File: config.mk
export PLATFORM = sky130hd
export DESIGN_NAME = vdrive_sequencer
export DESIGN_NICKNAME = d
export VERILOG_FILES = /design/src/rtl/vdrive_sequencer.sv
export SDC_FILE = /design/constraint.sdc
export NUM_CORES = 1
export LEC_CHECK = 0
export BUFFER_PORTS_ARGS = -buffer_cell sky130_fd_sc_hd__buf_2
export CAP_MARGIN = 25
export CORE_ASPECT_RATIO = 1.2
export CORE_UTILIZATION = 50
export CTS_CLUSTER_SIZE = 24
export DETAILED_ROUTE_END_ITERATION = 8
export HOLD_SLACK_MARGIN = 0.06
export PLACE_DENSITY = 0.7
export SYNTH_ARGS = -nofsm -noshare
export SYNTH_HDL_FRONTEND = slang
export SYNTH_SLANG_ARGS = --single-unit
File: constraint.sdc
create_clock -name clk -period 3.2 [get_ports clk]
set_clock_uncertainty 0.15 [all_clocks]
set_input_delay 0.16 -clock clk [delete_from_list [all_inputs] [get_ports clk]]
set_output_delay 0.16 -clock clk [all_outputs]
set_load 0.05 [all_outputs]
File: src/rtl/vdrive_sequencer.sv
// rtl/vdrive_sequencer.sv - frame-level sequencer for the CCD vertical-drive controller
//
// Purpose: for each line of a frame, trigger the vertical-drive controller, wait
// for its phase sequence to wrap (7 -> 0), start horizontal readout, wait for
// readout done, idle for a programmable gap and repeat. A watchdog bounds the
// two wait states and abort returns to IDLE from anywhere.
//
// Ports:
//   clk          system clock, rising edge
//   reset_n      asynchronous active-low reset
//   frame_start  single-cycle frame request (accepted only in IDLE with vd_state==0)
//   abort        return to IDLE from any non-IDLE state
//   vd_state     phase state of the vertical-drive controller (0..7)
//   h_done       single-cycle pulse, horizontal readout of the line finished
//   vd_trig      single-cycle trigger to the vertical-drive controller
//   h_start      single-cycle request to horizontal readout
//   busy         high in every state except IDLE
//   line_cnt     0-based index of the current line
//   frame_done   single-cycle pulse, all lines completed
//   err          sticky watchdog flag, cleared by the next accepted frame_start
module vdrive_sequencer #(
  parameter int unsigned N_LINES = 16,
  parameter int unsigned GAP     = 20,
  parameter int unsigned TIMEOUT = 1000
) (
  input  logic        clk,
  input  logic        reset_n,
  input  logic        frame_start,
  input  logic        abort,
  input  logic [2:0]  vd_state,
  input  logic        h_done,
  output logic        vd_trig,
  output logic        h_start,
  output logic        busy,
  output logic [11:0] line_cnt,
  output logic        frame_done,
  output logic        err
);

  typedef enum logic [2:0] {
    S_IDLE,
    S_TRIG,
    S_WAIT_V,
    S_HSTART,
    S_WAIT_H,
    S_GAP,
    S_DONE
  } state_e;

  localparam logic [15:0] CNT_TIMEOUT = 16'(TIMEOUT - 1);
  localparam logic [15:0] CNT_GAP     = 16'(GAP);
  localparam logic [11:0] LAST_LINE   = 12'(N_LINES - 1);

  state_e      state_q, state_d;
  logic [15:0] cnt_q, cnt_d;
  logic [11:0] line_q, line_d;
  logic        err_q, err_d;
  logic [2:0]  vd_prev_q;
  logic        vd_trig_q, h_start_q, busy_q, frame_done_q;
  logic        vdone;

  // The controller has finished a full phase cycle when it wraps from LNE back to L.
  assign vdone = (vd_prev_q == 3'd7) && (vd_state == 3'd0);

  always_comb begin
    state_d = state_q;
    cnt_d   = cnt_q;
    line_d  = line_q;
    err_d   = err_q;

    if (abort && (state_q != S_IDLE)) begin
      // abort outranks vdone, h_done and the watchdog; line_cnt and err are left alone
      state_d = S_IDLE;
    end else begin
      case (state_q)
        S_IDLE: begin
          // Starting while the controller is mid-cycle would confuse the vdone detection.
          if (frame_start && (vd_state == 3'd0)) begin
            state_d = S_TRIG;
            line_d  = 12'd0;
            err_d   = 1'b0;
          end
        end
        S_TRIG: begin
          cnt_d   = 16'd0;
          state_d = S_WAIT_V;
        end
        S_WAIT_V: begin
          if (vdone) begin
            state_d = S_HSTART;
          end else if (cnt_q == CNT_TIMEOUT) begin
            state_d = S_IDLE;
            err_d   = 1'b1;
          end else begin
            cnt_d = cnt_q + 16'd1;
          end
        end
        S_HSTART: begin
          cnt_d   = 16'd0;
          state_d = S_WAIT_H;
        end
        S_WAIT_H: begin
          // h_done is tested first so a done on the last watchdog cycle still counts.
          if (h_done) begin
            if (line_q == LAST_LINE) begin
              state_d = S_DONE;
            end else begin
              line_d  = line_q + 12'd1;
              cnt_d   = 16'd0;
              state_d = S_GAP;
            end
          end else if (cnt_q == CNT_TIMEOUT) begin
            state_d = S_IDLE;
            err_d   = 1'b1;
          end else begin
            cnt_d = cnt_q + 16'd1;
          end
        end
        S_GAP: begin
          // cnt runs 0..GAP, so a zero gap still spends one cycle here
          if (cnt_q == CNT_GAP) begin
            state_d = S_TRIG;
          end else begin
            cnt_d = cnt_q + 16'd1;
          end
        end
        S_DONE: begin
          state_d = S_IDLE;
        end
        default: begin
          state_d = S_IDLE;
        end
      endcase
    end
  end

  // Pulse outputs are registered from the next state so they line up with the
  // cycle spent in the corresponding state.
  always_ff @(posedge clk or negedge reset_n) begin
    if (!reset_n) begin
      state_q      <= S_IDLE;
      cnt_q        <= 16'd0;
      line_q       <= 12'd0;
      err_q        <= 1'b0;
      vd_prev_q    <= 3'd0;
      vd_trig_q    <= 1'b0;
      h_start_q    <= 1'b0;
      busy_q       <= 1'b0;
      frame_done_q <= 1'b0;
    end else begin
      state_q      <= state_d;
      cnt_q        <= cnt_d;
      line_q       <= line_d;
      err_q        <= err_d;
      vd_prev_q    <= vd_state;
      vd_trig_q    <= (state_d == S_TRIG);
      h_start_q    <= (state_d == S_HSTART);
      busy_q       <= (state_d != S_IDLE);
      frame_done_q <= (state_d == S_DONE);
    end
  end

  assign vd_trig    = vd_trig_q;
  assign h_start    = h_start_q;
  assign busy       = busy_q;
  assign line_cnt   = line_q;
  assign frame_done = frame_done_q;
  assign err        = err_q;

endmodule

Word level (Yosys, flattened, before mapping) --
Cells that the tools add are included.
Word-level totals: flip-flop bits (word level) 39, input bits 8, output and inout port bits 17, logic and storage cells 68
Cells by class: add/sub/neg operators 2, equality and inequality tests 19, mux-type cells 23, bitwise gates (word level) 1, reductions and logical operators 14
Operator list (number):
- 16-bit two-way mux | 5
- 16-bit case mux with 4 select lines | 1
- 12-bit two-way mux | 3
- 12-bit case mux with 2 select lines | 1
- 3-bit two-way mux | 6
- 3-bit case mux with 6 select lines | 1
- 16-bit by 1-bit adder with 16-bit output, second input constant | 1
- 16-bit by 10-bit equality test with 1-bit output, second input constant | 1
- 16-bit by 5-bit equality test with 1-bit output, second input constant | 1
- 5-bit AND reduction | 3
- 12-bit by 1-bit adder with 12-bit output, second input constant | 1
- 12-bit by 4-bit equality test with 1-bit output, second input constant | 1
- 3-bit equality test, second input constant | 4
- 2-bit inequality test, second input constant | 6
- 3-bit by 2-bit equality test with 1-bit output, second input constant | 3
- 3-bit nonzero test | 3
- 3-bit by 1-bit equality test with 1-bit output, second input constant | 2
- 3-bit zero test | 2
- 1-bit two-way mux | 4
- 4-bit nonzero test | 1
- 1-bit logical AND | 3
- 3-bit inequality test, second input constant | 1
- 1-bit case mux with 3 select lines | 1
- 2-bit two-way mux | 1
- 3 further kinds | 3

Logic depth before layout (Yosys ltp) --
Gate-level depths: netlist of run 1.
depth after elaboration 6, mapped depth 9

Least setup slack after synthesis of run 1 --
Ideal clock, no wire load.
path kind register to register, from register line_q[0] (netlist: line_cnt[0]), to register line_q[0] (netlist: line_cnt[0]), setup time 125 ps, arrival time 2422 ps, path slack 503 ps, stages on the path, launching flop included 7, period minus slack after synthesis 2697 ps, cells stage by stage dfrtp_1 ha_1 and3_1 buf_1 a31o_2 a2111oi_0 mux2_2
Between the ends: longest elaborated chain between the ends 4, elaborated cells between the ends (all ways) 7
RTL lines:
- start, declared | RTL line 56 | logic [11:0] line_q, line_d;
- start signal, assigned | RTL line 153 | line_q <= line_d;
- 12-bit by 1-bit adder with 12-bit output | RTL line 108 | line_d = line_q + 12'd1;
- 12-bit two-way mux | RTL line 105 | if (line_q == LAST_LINE) begin
- 12-bit two-way mux | RTL line 104 | if (h_done) begin
- 12-bit case mux with 2 select lines | RTL line 75 | case (state_q)
Several ways; a longest one is shown, not always the timed one. The select of a mux whose other input is x is not followed. A chain may end at the register's enable or synchronous reset.

Worst setup path in the final report of run 1 --
from register cnt_q[0], to register cnt_q[15]
Between the ends: longest elaborated chain between the ends 4, elaborated cells between the ends (all ways) 10
RTL lines:
- start, declared | RTL line 55 | logic [15:0] cnt_q, cnt_d;
- start signal, assigned | RTL line 152 | cnt_q <= cnt_d;
- 16-bit by 1-bit adder with 16-bit output or 16-bit by 10-bit equality test with 1-bit output (tied branches)
- 16-bit two-way mux | RTL line 91, 112
- 16-bit two-way mux, on equally long branches | RTL line 104, 89
- 16-bit case mux with 4 select lines | RTL line 75
Several ways; a longest one is shown, not always the timed one. The select of a mux whose other input is x is not followed.

==> results.md, run 1 <==
* Vias in the first global route at 1919
* Reg2Reg Depth at 7
* Post-CTS Resized at 0
* R2r setup slk at ~0.57 ns
* Gpl congestion at 0.835
* CP top delay family: simple AND/OR/NAND/NOR gates
* Post-synth top area cell: dfrtp_1
* Setup WS post-layout at about 0.57 ns
* WL final at a little over 5 mm
* Top_reg_cell synth: dfrtp_1
* IO buf count at 24
* Post-synthesis cell type count at 50
* Via density at between 6 and 7
* DRC viols at 0
* Worst Path Arrival at 2.64 ns
* GRT Resource Usage Total at 23.9%
* Dpl hpwl at 3.57 mm
* Mapped Cells at 246
* Tot Pwr at 1.38 mW
* Clock-pin slew on the worst setup and hold paths at 0.08 ns
* Layout area overhead at 14.1%
* Total die area at 0.00477 mm2
* Dpl cells at 317
* CTS H-tree lvls at 2
* Most frequent cell after synthesis: dfrtp_1
* Core area at 0.00429 mm2
* Worst Setup End Kind: flip-flop
* Hold Path Class: in -> reg
* Post-Syn Area at 0.00225 mm2
* Die outline width at about 63 um
* Yosys top cell area share at 43.4%
* Clock sinks at 39
* WHS at 0.140 ns
* Critical Path, Cell by Cell: inv_1, ha_1, or4b_1, or4_4, o21ai_4, or3_1, o311ai_1
* Hold path start: frame_start
* Number of flops mapped to enable cells by yosys at 0
* Number of diodes at 0
* Mean Syn Cell Area at 9.14 um2
* WHS Endpoint: line_cnt[2]
* Skew-Pair Late Insertion Delay at 0.29 ns
* Xor/xnor share of the synthesized area at 0.390%
* Synth top area cells: dfrtp_1, o31ai_1, a21oi_1
* WL/cell at about 16 um
* Overflow after GRT at 0
* CTS tree: built
* Startpoint type of the worst setup path: flip-flop
* Share of layout cells above drive strength 1 at between 15 and 20%
* Fin. Hold Viols at 0
* First drt pass iteration count at 4
* Worst Path Max Fanout at 14
* Reg-to-Reg Start: cnt_q[0]
* Initial antenna violation count at 0
* Status: finished, final reports clean
* Yosys reg bits at 39
* Storage element area at 976 um2
* Main combinational cell family by area after synthesis: simple AND/OR/NAND/NOR gates
* Leak at 1.11 nW
* Worst r2r dst: cnt_q[15]
* Slew Viols, Final at 0
* Row count at 26
* Synth Area in Compound Gates at 23.9%
* Max-cap violations at 0
* Adder-cell area share of the yosys netlist at 1.67%
* Multi-input logic area at about 0.0012 mm2
* Clock Path Buffers at 2
* Worst vdd ir at 0.309 mV
* First-pass GRT wire length at 8.87 mm
* CP peak stage delay at 0.53 ns
* CP Class: reg -> reg
* Net Count, Synth at 257
* Hold path depth at 4
* Final net count at 284
* Initial core utilization at 52.4%
* Total CTS buffers at 5
* Power Density at 540 mW/mm2
* Largest net degree at the start of global routing at 40
* Starting DRC count in detailed routing at between 150 and 200
* Setup_tns at 0 ns
* Slew HR at 41.9%
* Die Height at 75.5 um
* Post-synthesis async set-or-reset flop share at 100%
* Fmax at between 300 and 400 MHz
* Final cell count without fillers at 330
* Final Setup Violations at 0
* Syn. warnings at 0
* Tmin final at 2.63 ns
* RSZ-0062 raised after global routing: false
* Most frequent cells after synthesis: dfrtp_1, a21oi_1, o31ai_1
* Fin crit share at between 80 and 90%
* WP data required at 3.21 ns
* CP bufs+invs at 1
* Multiplexer share of the synthesized area at less than 1%
* Critical path's slowest cell: or4_4
* Post-Synth Simple-Gate Area at around a quarter
* Fillers at 400
* Worst-Margin Slew at 0.872 ns
* DP Worst Slack at roughly 0.58 ns
* Vias at 2079
* Post-synthesis sequential area ratio at 43.4%
* I/O pins at 25
* Routed Antenna Nets at 0
* CTS root buffer: clkbuf_8
worst max path at each step:
| stage | slack, ns | cells after the start | start | end |
|---|---|---|---|---|
| detailed placement | 0.58 | 7 | cnt_q[0] | cnt_q[15] |
| CTS | 0.57 | 7 | cnt_q[0] | cnt_q[15] |
| global route | 0.46 | 7 | cnt_q[0] | cnt_q[0] |
| floorplan | 0.50 | 6 | line_cnt[0] | line_cnt[0] |
| global placement | 0.61 | 7 | cnt_q[1] | cnt_q[15] |
| finish | 0.57 | 7 | cnt_q[0] | cnt_q[15] |
per-layer routing:
metal | global-route usage (%) | vias to the layer above | routed length (um)
li1 | - | 1020 | -
met1 | 29.0 | 1002 | 2260
met2 | 42.1 | 50 | 2640
met3 | 4.94 | 7 | 185
met4 | 10.1 | 0 | 81
met5 | 0 | - | 0
cells in the final DEF (no fill, tap or decap), types with 4 or more instances in the layout:
cell	Yosys	routed
nor3_1	7	7
or4_1	5	5
o31ai_1	20	20
nor4_1	5	5
nand4_1	10	10
buf_4	1	6
clkbuf_8	0	7
o41ai_1	4	4
o21ai_0	9	9
inv_1	5	5
dlygate4sd3_1	0	5
nand3_1	14	14
nor2_1	14	14
a211oi_1	4	4
a21oi_1	20	20
nand2b_1	4	4
nand2_1	14	14
nor2b_1	5	5
and4_1	4	4
buf_2	1	24
dfrtp_1	39	39
or3_1	8	8
sequential cells by signal, indices dropped and copies added (netlist names):
signal / cells
h_start: 1
vd_trig: 1
frame_done: 1
busy: 1
err: 1
line_cnt: 12
vd_prev_q: 3
state_q: 3
cnt_q: 16
metrics by stage:
step / area, um2 / utilization, %
5_1_grt: 2560 / 59.7
3_3_place_gp: 2410 / 56.2
3_5_place_dp: 2410 / 56.2
2_1_floorplan: 2250 / -
6_report: 2560 / 59.7
4_1_cts: 2560 / 59.7
power by group:
group	switching (mW)	internal (mW)	total, mW
clock	0.169	0.197	0.365
combinational	0.250	0.151	0.401
sequential	0.0770	0.542	0.619
total	0.496	0.889	1.38
final cells by class:
class / count / area share (%)
Tap cell: 56 / 2.73
Inverter: 5 / 0.732
Sequential cell: 39 / 38.0
Multi-Input combinational cell: 187 / 46.2
Clock buffer: 8 / 3.90
Timing Repair Buffer: 35 / 8.39
logic make-up after synthesis:
logic type,Yosys count
buffers and inverters,20
AOI/OAI and AO/OA,79
DFF,39
xor gates and xnor gates,1
adders and majority gates,3
and+or+nand+nor,103
muxes,1
timing repair:
| item | CTS | global route |
|---|---|---|
| hold endpoints to repair | 44 | 0 |
| hold buffers | 5 | 0 |
| setup buffers | 0 | 0 |
tightest hold or removal path, cell delays in order:
cell	delay [ns]
buf_2	0.11
nand4_1	0.13
o211ai_1	0.10
nand2_1	0.05
(Power assumes the default switching activity.)
==> run 2, diff against run 1 <==
--- a/config.mk
+++ b/config.mk
@@ -5,6 +5,7 @@
 export SDC_FILE = /design/constraint.sdc
 export NUM_CORES = 1
 export LEC_CHECK = 0
+export ABC_AREA = 1
 export BUFFER_PORTS_ARGS = -buffer_cell sky130_fd_sc_hd__buf_2
 export CAP_MARGIN = 25
 export CORE_ASPECT_RATIO = 1.2
@@ -12,7 +13,7 @@
 export CTS_CLUSTER_SIZE = 24
 export DETAILED_ROUTE_END_ITERATION = 8
 export HOLD_SLACK_MARGIN = 0.06
-export PLACE_DENSITY = 0.7
+export PLACE_DENSITY = 0.71
 export SYNTH_ARGS = -nofsm -noshare
 export SYNTH_HDL_FRONTEND = slang
 export SYNTH_SLANG_ARGS = --single-unit
==> constraint.sdc (replaced) <==
create_clock -name clk -period 2.3 [get_ports clk]
set_clock_uncertainty 0.15 [all_clocks]
set_input_delay 0.115 -clock clk [delete_from_list [all_inputs] [get_ports clk]]
set_output_delay 0.115 -clock clk [all_outputs]
set_load 0.05 [all_outputs]
==> results.md, run 2 <==
* Clock Path Buffers at 2 (unchanged)
* Leading cell type in the layout, fill and taps excluded: nand2_1
* DP Worst Slack at 0.367 ns (-0.215 ns)
* I/O pins at 25 (unchanged)
* Initial antenna violation count at 0 (unchanged)
* Vias in the first global route at 2766 (+44%)
* Post-synthesis cell type count at 30 (-40%)
* Die Height at 84.2 um (+12%)
* Row count at 29 (+12%)
* Xor/xnor share of the synthesized area at 3.42% (+3.0 points)
* Layout area overhead at 12.3%
* WL final at 6.42 mm (+24%)
* CP peak stage delay at 0.56 ns (+0.03 ns)
* Post-Synth Simple-Gate Area at 46.0% (+20 points)
* Fin crit share at 92.4% (+10 points)
* Skew-Pair Late Insertion Delay at 0.29 ns (about the same)
* Number of flip-flops in the largest register at 16 (unchanged)
* Power Density at 777 mW/mm2 (+44%)
* Max-cap violations at 0 (unchanged)
* Placement Cell Area at 0.00299 mm2 (+24%)
* CTS root buffer: clkbuf_8
* Post-Syn Area at 0.00282 mm2 (+25%)
* RSZ-0062 raised after global routing: false
* Post-CTS setup buffer count at 0 (unchanged)
* Mapped Cells at 439 (+78%)
* WP data required at 2.38 ns (-0.83 ns)
* Hold Path Class: in -> reg
* R2r setup slk at 0.18 ns (-0.39 ns)
* Top_reg_cell synth: dfrtp_1
* GRT Resource Usage Total at 24.6% (+0.66 points)
* Met2 Wirelength at 3.27 mm (+24%)
* Final net count at 483 (+70%)
* Status: finished, final reports clean
* Dpl hpwl at 4.86 mm (+36%)
* Overflow after GRT at 0 (unchanged)
* Combinational Power Share at 42.1% (+13 points)
* Worst-Margin Slew at 0.856 ns (-0.0163 ns)
* Syn. warnings at 0 (unchanged)
* Number of flops mapped to enable cells by yosys at 0 (unchanged)
* Fmax at 471 MHz (+24%)
* Multiplexer share of the synthesized area at 0% (-0.50 points)
* Final Setup Violations at 0 (unchanged)
* WL/cell at 12.0 um (-23%)
* Met3 wire length at 155 um (-16%)
* Mean Syn Cell Area at 6.41 um2 (-30%)
* P_sw at 1.09 mW (+120%)
* Total CTS buffers at 5 (unchanged)
* Post-synthesis async set-or-reset flop share at 100% (unchanged)
* Critical Path, Cell by Cell: ha_2, nand3_1, nor2_2, nand2_2, inv_2, nand4_1, a21oi_1, dlygate4sd3_1
* Post-synthesis sequential area ratio at 34.7% (-8.7 points)
* Setup WS post-layout at 0.175 ns (-0.393 ns)
* Most frequent cells in the layout: nand2_1, nand3_1, inv_1
* CP Class: reg -> reg
* Initial core utilization at 52.4% (+0.063 points)
* First drt pass iteration count at 4 (unchanged)
* First-pass GRT wire length at 11.7 mm (+32%)
* Startpoint type of the worst setup path: flip-flop
* Part of the power in registers at 36.9% (-7.8 points)
* Worst r2r dst: err
* Total die area at 0.00594 mm2 (+24%)
* Clock power frac at 21.0% (-5.4 points)
* Yosys reg bits at 39 (unchanged)
* Starting DRC count in detailed routing at 109 (-40%)
* Tmin final at 2.12 ns (-0.507 ns)
* Most frequent cell after synthesis: nand2_1
* Post-route cell area at 0.00316 mm2 (+23%)
* CTS H-tree lvls at 2 (unchanged)
* Vias at 2779 (+34%)
* Synth Area in Compound Gates at 4.40% (-19 points)
* Max Used Layer: met4
* Number of diodes at 0 (unchanged)
* Reg-to-Reg Start: cnt_q[0]
* Die outline width at 70.5 um (+12%)
* Leak at 1.64 nW (+48%)
* Worst Path Arrival at 2.20 ns (-0.44 ns)
* Main combinational cell family by area after synthesis: simple AND/OR/NAND/NOR gates
* Termination of the worst setup path: err
* Gpl congestion at 0.928 (+11%)
* Int Power at 1.37 mW (+54%)
* Worst vdd ir at 0.635 mV (+110%)
* Met1 WL at 2.83 mm (+25%)
* IO buf count at 24 (unchanged)
* Clock sinks at 39 (unchanged)
* Slew HR at 43.0% (+1.1 points)
* DRC viols at 0 (unchanged)
* Largest net degree at the start of global routing at 40 (unchanged)
* Reg with most FFs: cnt_q
* Clock-pin slew on the worst setup and hold paths at 0.08 ns (about the same)
* Post-synth top area cell: dfrtp_1
* Adder-cell area share of the yosys netlist at 1.33% (-0.34 points)
* Worst Setup End Kind: flip-flop
* Setup_tns at 0 ns (unchanged)
* Reg2Reg Depth at 8 (+1)
* Via density at 5.19 (-18%)
* Worst Path Max Fanout at 5 (-9)
* Share of layout cells above drive strength 1 at 14.4% (-1.3 points)
* Critical path's slowest cell: dlygate4sd3_1
* Slew Viols, Final at 0 (unchanged)
* Yosys top cell area share at 34.7% (-8.7 points)
* Fin. Hold Viols at 0 (unchanged)
* CTS tree: built
* Synth top area cells: dfrtp_1, nand2_1, nand3_1
* Core area at 0.00537 mm2 (+25%)
* Net Count, Synth at 450 (+75%)
* Most frequent cells after synthesis: nand2_1, nand3_1, inv_1, nor2_1, dfrtp_1
* Crit path from: cnt_q[0]
* Sw Share at 44.1% (+8.4 points)
* Routed Antenna Nets at 0 (unchanged)
==> run 2: cell count changes in the layout (fill, tap and decap cells not counted), moves of 6 or more <==
cell,delta
inv_2,+11
o21ai_0,-6
nor2_1,+30
o21ai_1,+13
nand2_1,+138
or3_1,-8
o31ai_1,-20
inv_1,+40
nand3_1,+46
a21oi_1,-18
xor2_1,+11
==> run 2: worst max-delay path, delay by kind of cell (launching register included) <==
kind / cells / cell delay, ns
adder cells (fa/ha/maj): 1 / 0.25
buffers and inverters: 2 / 0.64
flip-flops: 1 / 0.42
AND/OR/NAND/NOR: 4 / 0.46
AO/OA/AOI/OAI: 1 / 0.14
==> run 2: layer usage <==
layer / global-route usage (%) / vias up
met5: 0 / -
met4: 11.1 / 0
met3: 3.48 / 17
met2: 44.0 / 47
met1: 29.1 / 1267
li1: - / 1448
==> run 2: what timing repair did <==
action / in CTS / in global routing
resized for setup: 0 / 2
hold buffers: 6 / 0
hold endpoints to repair: 43 / 0
setup endpoints to repair: 0 / 1
==> run 2: how the worst min path moves through the flow <==
stage                     start      endpoint  slack, ns  cells past startpoint
finish                    abort    state_q[1]       0.18                      6
global route              abort    state_q[1]       0.22                      6
CTS                       abort    state_q[1]       0.16                      6
detailed placement  vd_state[1]  vd_prev_q[1]       0.09                      1
global placement    vd_state[2]  vd_prev_q[2]       0.09                      1
floorplan               reset_n          busy      -0.33                      0
==> run 2: power groups by stage <==
stage / Sequential [mW] / Clock, mW / Combinational [mW]
floorplan: 0.992 / 0 / 0.742
global placement: 0.916 / 0 / 1.00
detailed placement: 0.919 / 0 / 1.02
CTS: 0.907 / 0.536 / 1.04
global route: 0.930 / 0.566 / 1.16
finish: 0.908 / 0.516 / 1.03
==> run 2: metrics by stage <==
step | cells | hold WS [ns] | power [mW] | util [%]
4_1_cts | 535 | 0.164 | 2.48 | 58.8
3_5_place_dp | 521 | 0.0900 | 1.94 | 55.7
3_3_place_gp | 521 | 0.0885 | 1.92 | 55.7
5_1_grt | 535 | 0.222 | 2.66 | 58.9
6_report | 535 | 0.177 | 2.46 | 58.9
2_1_floorplan | 439 | -0.331 | 1.73 | -
==> run 2: cell families after synthesis <==
group	after synthesis
simple gates	294
flops	39
xor+xnor	11
compound gates	23
fa+ha+maj	3
buf+inv	69
==> run 2: area by class of cell <==
type | instances | area, um2
Tap cell | 62 | 77.6
Sequential cell | 39 | 976
Multi-Input combinational cell | 331 | 1560
Inverter | 59 | 221
Clock inverter | 1 | 7.51
Clock buffer | 7 | 96.3
Fill cell | 520 | 2210
Timing Repair Buffer | 36 | 225
